--- config.mk ---
export PLATFORM = sky130hd
export DESIGN_NAME = jpeg_pipe_sequencer
export DESIGN_NICKNAME = d
export VERILOG_FILES = /design/src/rtl/jpeg_pipe_sequencer.sv
export SDC_FILE = /design/constraint.sdc
export NUM_CORES = 1
export LEC_CHECK = 0
export CAP_MARGIN = 20
export CORE_MARGIN = 2
export CORE_UTILIZATION = 53
export CTS_CLUSTER_DIAMETER = 80
export CTS_CLUSTER_SIZE = 10
export DETAILED_ROUTE_END_ITERATION = 8
export PLACE_DENSITY = 0.86
export SLEW_MARGIN = 10
export SYNTH_ARGS = -nofsm -noshare
export SYNTH_HDL_FRONTEND = slang
export SYNTH_SLANG_ARGS = --single-unit
--- constraint.sdc ---
create_clock -name clk -period 6.5 [get_ports clk]
set_clock_uncertainty 0.2 [all_clocks]
set_input_delay 1.3 -clock clk [delete_from_list [all_inputs] [get_ports clk]]
set_output_delay 1.3 -clock clk [all_outputs]
set_load 0.05 [all_outputs]
--- src/rtl/jpeg_pipe_sequencer.sv ---
// jpeg_pipe_sequencer
//   Start-triggered sequencer for the JPEG encode pipeline. A single
//   stall-able 16-bit timebase `t` drives every decode: the input SRAM row
//   walk, the DCT/quantizer row indices, the two transpose ping-pong
//   selects, the RLE clock enable and the output-memory write stream.
//
//   Optional feature macro: JPEG_SEQ_AUTORESTART_EN
//     defined   -> `start` seen in the DONE cycle goes straight back to RUN
//     undefined -> DONE always returns to IDLE
//
// Ports
//   clk, reset          clock (rising edge), async active-high reset
//   start               run request, only looked at in IDLE (and DONE with
//                       autorestart)
//   stall               freezes the timebase and gates all strobes
//   busy, done          RUN/DRAIN indicator, one-cycle completion pulse
//   mem_rd_en, mem_addr input SRAM read strobe / row address
//   row_idx, qt_row     DCT row index, quantizer row (row_idx - 2)
//   tp1_sel, tp2_sel    transpose-1 and zigzag-transpose ping-pong selects
//   rle_en              RLE stage clock enable
//   out_wr_en, out_addr output SRAM write strobe / row address

module jpeg_pipe_sequencer #(
    parameter int unsigned NUM_BLOCKS = 4096,
    parameter int unsigned ZZ_OFS     = 9,
    parameter int unsigned RLE_OFS    = 18,
    parameter int unsigned OUT_OFS    = 27
) (
    input  logic        clk,
    input  logic        reset,
    input  logic        start,
    input  logic        stall,
    output logic        busy,
    output logic        done,
    output logic        mem_rd_en,
    output logic [14:0] mem_addr,
    output logic [2:0]  row_idx,
    output logic [2:0]  qt_row,
    output logic        tp1_sel,
    output logic        tp2_sel,
    output logic        rle_en,
    output logic        out_wr_en,
    output logic [14:0] out_addr
);

    localparam logic [1:0] S_IDLE  = 2'd0;
    localparam logic [1:0] S_RUN   = 2'd1;
    localparam logic [1:0] S_DRAIN = 2'd2;
    localparam logic [1:0] S_DONE  = 2'd3;

    // Timebase landmarks. All fit in 16 bits even for 4096 blocks
    // (last drain value 32794), so compares are done at full width.
    localparam logic [15:0] T_LAST    = 16'(8 * NUM_BLOCKS - 1);
    localparam logic [15:0] DRAIN_END = 16'(8 * NUM_BLOCKS - 1 + OUT_OFS);
    localparam logic [15:0] ZZ_T      = 16'(ZZ_OFS);
    localparam logic [3:0]  ZZ_LO     = 4'(ZZ_OFS);
    localparam logic [15:0] RLE_LO    = 16'(RLE_OFS);
    localparam logic [15:0] RLE_HI    = 16'(8 * NUM_BLOCKS - 1 + RLE_OFS);
    localparam logic [15:0] OUT_LO    = 16'(OUT_OFS);
    localparam logic [14:0] OUT_LO15  = 15'(OUT_OFS);

    logic [1:0]  state;
    logic [15:0] t;

    always_ff @(posedge clk or posedge reset) begin
        if (reset) begin
            state <= S_IDLE;
            t     <= '0;
        end else begin
            case (state)
                S_IDLE: begin
                    if (start) begin
                        state <= S_RUN;
                        t     <= '0;
                    end
                end
                S_RUN: begin
                    // A stalled cycle never transitions; the move to DRAIN
                    // happens on the first advancing edge at T-1.
                    if (!stall) begin
                        t <= t + 16'd1;
                        if (t == T_LAST) state <= S_DRAIN;
                    end
                end
                S_DRAIN: begin
                    if (!stall) begin
                        t <= t + 16'd1;
                        if (t == DRAIN_END) state <= S_DONE;
                    end
                end
                S_DONE: begin
`ifdef JPEG_SEQ_AUTORESTART_EN
                    if (start) begin
                        state <= S_RUN;
                        t     <= '0;
                    end else begin
                        state <= S_IDLE;
                    end
`else
                    state <= S_IDLE;
`endif
                end
                default: state <= S_IDLE;
            endcase
        end
    end

    // ------------------------------------------------------------------
    // Decodes, all combinational from registered state/t
    // ------------------------------------------------------------------
    logic       active;
    logic       adv;
    logic       rle_win;
    logic       out_win;
    logic [3:0] zz_lo;

    always_comb begin
        active  = (state == S_RUN) || (state == S_DRAIN);
        adv     = active && !stall;
        rle_win = (t >= RLE_LO) && (t <= RLE_HI);
        out_win = (t >= OUT_LO) && (t <= DRAIN_END);
        // Only bit 3 of (t - ZZ_OFS) matters, so the low nibble is enough.
        zz_lo   = t[3:0] - ZZ_LO;
    end

    always_comb begin
        busy      = active;
        done      = (state == S_DONE);
        mem_rd_en = adv && (state == S_RUN);
        mem_addr  = (state == S_RUN) ? t[14:0] : 15'd0;

        // Index/select outputs sit at their reset values outside RUN/DRAIN
        // so IDLE and DONE look identical to the post-reset state.
        row_idx   = active ? t[2:0] : 3'd0;
        qt_row    = active ? (t[2:0] - 3'd2) : 3'd0;
        tp1_sel   = active ? ~t[3] : 1'b1;
        tp2_sel   = (!active || (t < ZZ_T)) ? 1'b1 : (zz_lo < 4'd8);

        rle_en    = adv && rle_win;
        out_wr_en = adv && out_win;
        // Address tracks the window regardless of stall, so it holds its
        // value through a stalled write slot just as mem_addr does.
        out_addr  = (active && out_win) ? (t[14:0] - OUT_LO15) : 15'd0;
    end

endmodule

; Word level (Yosys, flattened, before mapping)
; Index checks and enable logic that the tools add are counted.
[totals]
mem_count = 0
in_bits = 4
latchBits = 0
romBits = 0
output_inout_bits = 43
reg_bits = 18
wordCells = 55
ramBits = 0
[op_classes]
shifts = 0
n_eq_ne = 11
bitwise = 1
order_cmp = 6
muxes = 15
div = 0
reduce_logical = 16
n_mul = 0
add_sub_neg = 4
[ops]
columns = cell, n
row1 = ">= comparator 16 x 5 -> 1 bit, second input constant", 2
row2 = "<= comparator 16 bit, second input constant", 2
row3 = two-way mux 16 bit, 2
row4 = case mux 16 bit (2 select lines), 1
row5 = two-way mux 15 bit, 2
row6 = "adder 16 x 1 -> 16 bit, second input constant", 1
row7 = "equality test 16 x 15 -> 1 bit, second input constant", 1
row8 = "equality test 16 bit, second input constant", 1
row9 = "less-than comparator 16 x 4 -> 1 bit, second input constant", 1
row10 = "subtractor 15 x 5 -> 15 bit, second input constant", 1
row11 = "!= test 2 bit, second input constant", 6
row12 = two-way mux 2 bit, 5
row13 = case mux 2 bit (4 select lines), 1
row14 = logical AND 1 bit, 7
row15 = two-way mux 3 bit, 2
row16 = AND reduction 5 bit, 1
row17 = "equality test 2 bit, second input constant", 2
row18 = "less-than comparator 4 bit, second input constant", 1
row19 = "subtractor 4 bit, second input constant", 1
row20 = AND reduction 3 bit, 1
row21 = "subtractor 3 x 2 -> 3 bit, second input constant", 1
row22 = "equality test 2 x 1 -> 1 bit, second input constant", 1
row23 = logical NOT 1 bit, 2
row24 = logical NOT 2 bit, 1
row25 = other kinds (5), 7

; Depth between registers and ports, before layout
[depth]
depth_word = 5
ltp_mapped = 9
depth_no_buf = 7

; Worst setup path before layout
; Ideal clock, no wire load.
[synth_path]
path_type = reg-to-output
startpoint = register t[5]
endpoint = output rle_en
setup_slack_ns = 2.290
t_required_ns = 5.000
stages_incl_launch_ff = 7
arrival_time_ns = 2.710
path_cell_list = dfrtp_1 > buf_6 > or4_4 > buf_6 > nor4_4 > a31oi_1 > nor3b_1
[synth_via]
elab_chain_cells = 3
elab_cells_between_ends = 4
cone_classes = order compare (2) / reduce/logical (2)
[synth_rtl]
columns = element, line
row1 = start: declaration, 63  ; logic [15:0] t;
row2 = start signal: assignment, 81  ; t <= t + 16'd1;
row3 = start signal: assignment, 87  ; t <= t + 16'd1;
row4 = >= comparator 16 x 5 -> 1 bit or <= comparator 16 bit (tied branches), 120  ; rle_win = (t >= RLE_LO) && (t <= RLE_HI);
row5 = logical AND 1 bit *, 120
row6 = logical AND 1 bit *, 139  ; rle_en = adv && rle_win;
row7 = end: declaration, 41  ; output logic rle_en,
; Every way passes the cells marked *; elsewhere a longest branch is shown, timed or not.

; Worst setup path in the final report
[layout_path]
startpoint = register t[5]
endpoint = output out_addr[2]
[layout_via]
elab_chain_cells = 4
elab_cells_between_ends = 5
cone_classes = order compare (2) / mux (1) / reduce/logical (2)
[layout_rtl]
columns = element, line
row1 = >= comparator 16 x 5 -> 1 bit or <= comparator 16 bit (tied branches), 121  ; out_win = (t >= OUT_LO) && (t <= DRAIN_END);
row2 = logical AND 1 bit *, 121
row3 = logical AND 1 bit *, 143  ; out_addr = (active && out_win) ? (t[14:0] - OUT_LO15) : 15'd0;
row4 = two-way mux 15 bit *, 143
row5 = end: declaration, 43  ; output logic [14:0] out_addr
; Marked as above.

==> flow_summary.toml <==
[floorplanning]
die_w_microns = 62.6
io-pin-count = 47
chipHeight_microns = 62.6
die_area_sq_mm = 0.00391
core-area_sq_mm = 0.00331
initial_utilization = 0.549
row_count = 21

[placement]
gp_routability_congestion = 0.858
dpl-instance-area_sq_mm = 0.00223
post-dp-hpwl_microns = 3120
port_bufs = 46

[timing]
final_period_demand_of_the_worst_path_ns = 4.88
finalHoldViolations = 0
timing_worst_slew_pin_value_ns = 0.964
number_of_failing_setup_endpoints_in_the_final_timing_report = 0
worst_hold_slack_ns = 0.372
rsz0062_at_grt = "false"
slew_violations = 0
final.setup.tns_ns = 0
max_freq_mhz = 205
fin_crit_sh = 0.751
timing.slew.headroom = 0.353

[yosys]
mappedNetlistArea_sq_mm = 0.00182
synthesis.area_per_instance_sq_um = 8.08
synth-warning-count = 0
yosysSeqAreaShare = 0.248
postSynthRegisterBits = 18
synth.distinct_cells = 46
synth-main-ff-cell = "sky130_fd_sc_hd__dfrtp_1"
yosys.area.top_type_share = 0.248
synthArstFlopShare = 1.00
synth_top_area_cell = "sky130_fd_sc_hd__dfrtp_1"
synthesis.instances = 225
synth.area.top_cells = "sky130_fd_sc_hd__dfrtp_1, sky130_fd_sc_hd__ha_1, sky130_fd_sc_hd__and2_1"
synth_fp_nets = 242
synth_edf_count = 0

[detailed_routing]
drt-total-wl_microns = 4260
avg_wl_per_cell_microns = 14.1
ant_nets = 0
dr.first_iter.drc_count = 110
num_vias = 1678
detailed_router_iteration_count_before_antenna_repair = 5
routed_via_density = 5.57
post-route-drc-count = 0

[global_route]
grt_overflow_total = 0
grt_start_max_net_pins = 20
first_global_vias = 1553
grt_antenna_before_repair = 0
global_route_wire_length_before_repair_microns = 7120
grtUsageTotal = 0.222

[final_layout]
mostFrequentLayoutCells = "sky130_fd_sc_hd__clkdlybuf4s50_1, sky130_fd_sc_hd__nor2_1, sky130_fd_sc_hd__and2_1, sky130_fd_sc_hd__dfrtp_1"
final_design_area_no_fill_sq_mm = 0.00227
drive_above_1_share = 0.0824
layout.nets = 273
layout.area.seq_sq_um = 450
multi_input_comb_area_sq_mm = 0.00123
layout.filler_cells = 303
final_common_cell = "sky130_fd_sc_hd__clkdlybuf4s50_1"
n_antenna_cell = 0
area_growth_pct = 24.8

[power]
powerDensity_mw_per_mm2 = 459
switching_share = 0.581
peakVddDrop_v = 0.000516
power_frac_comb = 0.753
internal_power_w = 0.000436
static-leakage-power_nw = 1.01
seq_power_share = 0.182
netSwitchingPower_w = 0.000606
share_clk_of_total_power = 0.066

[clocking]
htreeDepth = 1
post_cts_hold_buffer_count = 0
cts_resized = 0
path_clk_slew_ns = 0.10
cts.sinks = 18
ctsRootBufferMaster = "sky130_fd_sc_hd__clkbuf_4"
cts_inserted_buffers = 3
clock_path_buffers = 2
cts_tree = "built"
worstSkewPairLatency_ns = 0.29
post_cts.repair.setup_buffers = 0

[critical_path]
timing.critical_path.fanout_max = 12
max_stage_delay_ns = 0.82
slowest_stage = "sky130_fd_sc_hd__clkdlybuf4s50_1"
critPathKind = "flop to output pin"
worst-endpoint-required_ns = 5.00
startpoint_type_of_the_worst_setup_path = "flop"
path_depth_of_the_worst_reg2reg_path = 7
worstPathCellList = "or4_4 -> nor4_4 -> o221ai_2 -> a21o_1 -> a21oi_1 -> clkdlybuf4s50_1"
crit_arrival_ns = 3.38
worstSetupEndpointType = "output pin"

[run_status]
run_status = "finished clean"

[job]
max_cap_viol_count = 0

[worst_hold_path]
timing.hold.worst.class = "flop to flop"
hold-path-cell-count = 1
[layer usage]
metal,wire [microns],vias up,GRT usage,share of wire
li1,-,823,-,-
met1,2040,786,0.299,0.48
met2,1980,61,0.376,0.46
met3,164,8,0.0126,0.039
met4,73,0,0.0806,0.017
met5,0,-,0,0
[final cells by class]
cell class | instances | share of cell area
inverter | 10 | 0.0165
multi-input combinational | 177 | 0.541
tap | 46 | 0.0254
sequential | 18 | 0.199
clock buffer | 4 | 0.0160
timing repair buffer | 46 | 0.203
[state kept, by name, indices dropped and copies added (netlist names)]
register / cells
t: 16
state: 2
[Yosys cell counts (2+ instances only)]
master,count
sky130_fd_sc_hd__a211oi_1,2
sky130_fd_sc_hd__a21o_1,4
sky130_fd_sc_hd__a21oi_1,8
sky130_fd_sc_hd__a22o_1,3
sky130_fd_sc_hd__and2_1,18
sky130_fd_sc_hd__and3_1,3
sky130_fd_sc_hd__and3b_1,2
sky130_fd_sc_hd__buf_2,2
sky130_fd_sc_hd__buf_6,3
sky130_fd_sc_hd__clkbuf_1,13
sky130_fd_sc_hd__dfrtp_1,18
sky130_fd_sc_hd__ha_1,13
sky130_fd_sc_hd__inv_1,10
sky130_fd_sc_hd__mux2_2,2
sky130_fd_sc_hd__mux2i_1,3
sky130_fd_sc_hd__nand2_1,13
sky130_fd_sc_hd__nand3_1,6
sky130_fd_sc_hd__nand3b_1,2
sky130_fd_sc_hd__nand4_1,5
sky130_fd_sc_hd__nor2_1,24
sky130_fd_sc_hd__nor2_2,10
sky130_fd_sc_hd__nor2b_1,6
sky130_fd_sc_hd__nor3_1,5
sky130_fd_sc_hd__nor4_1,4
sky130_fd_sc_hd__o21ai_0,2
sky130_fd_sc_hd__o31ai_1,2
sky130_fd_sc_hd__or3_1,4
sky130_fd_sc_hd__or4_1,2
sky130_fd_sc_hd__xnor2_1,9
sky130_fd_sc_hd__xor2_1,11
[power by group through the flow]
stage	Sequential (W)	Clock, W	Combinational [W]
2_1_floorplan	0.000160	0	0.000611
3_3_place_gp	0.000189	0	0.000771
3_5_place_dp	0.000190	0	0.000785
4_1_cts	0.000188	0.0000691	0.000786
5_1_grt	0.000195	0.0000756	0.000833
6_report	0.000189	0.0000685	0.000784
[worst paths after layout]
kind                       startpoint           to  slack (ns)
max                              t[5]  out_addr[2]        1.62
min                          state[1]     state[1]        0.37
max reg2reg                  state[0]        t[13]        3.19
min reg2reg                  state[1]     state[1]        0.37
max in group asynchronous       reset        t[12]        4.45
min in group asynchronous       reset         t[3]        1.21
[metrics by stage]
stage / setup WS, ns / util / power [W] / std cells
6_report: 1.62 / 0.685 / 0.00104 / 301
3_3_place_gp: 2.00 / 0.674 / 0.000960 / 297
5_1_grt: 1.42 / 0.685 / 0.00110 / 301
3_5_place_dp: 1.96 / 0.674 / 0.000975 / 297
4_1_cts: 1.63 / 0.685 / 0.00104 / 301
2_1_floorplan: 2.29 / - / 0.000771 / 225
[worst max-delay path, delay by kind of cell, from the launching register on]
family	cells	cell delay, ns
buffers and inverters	1	0.82
and+or+nand+nor	2	0.96
DFF	1	0.49
AOI/OAI and AO/OA	3	0.82
[cell families after synthesis]
family | synth area share
XOR/XNOR | 0.0964
buffers and inverters | 0.0778
flip-flops | 0.248
AO/OA/AOI/OAI | 0.114
AND/OR/NAND/NOR | 0.346
adder cells (fa/ha/maj) | 0.0895
multiplexers | 0.0289
No activity file was read; power rests on OpenSTA's default activity.
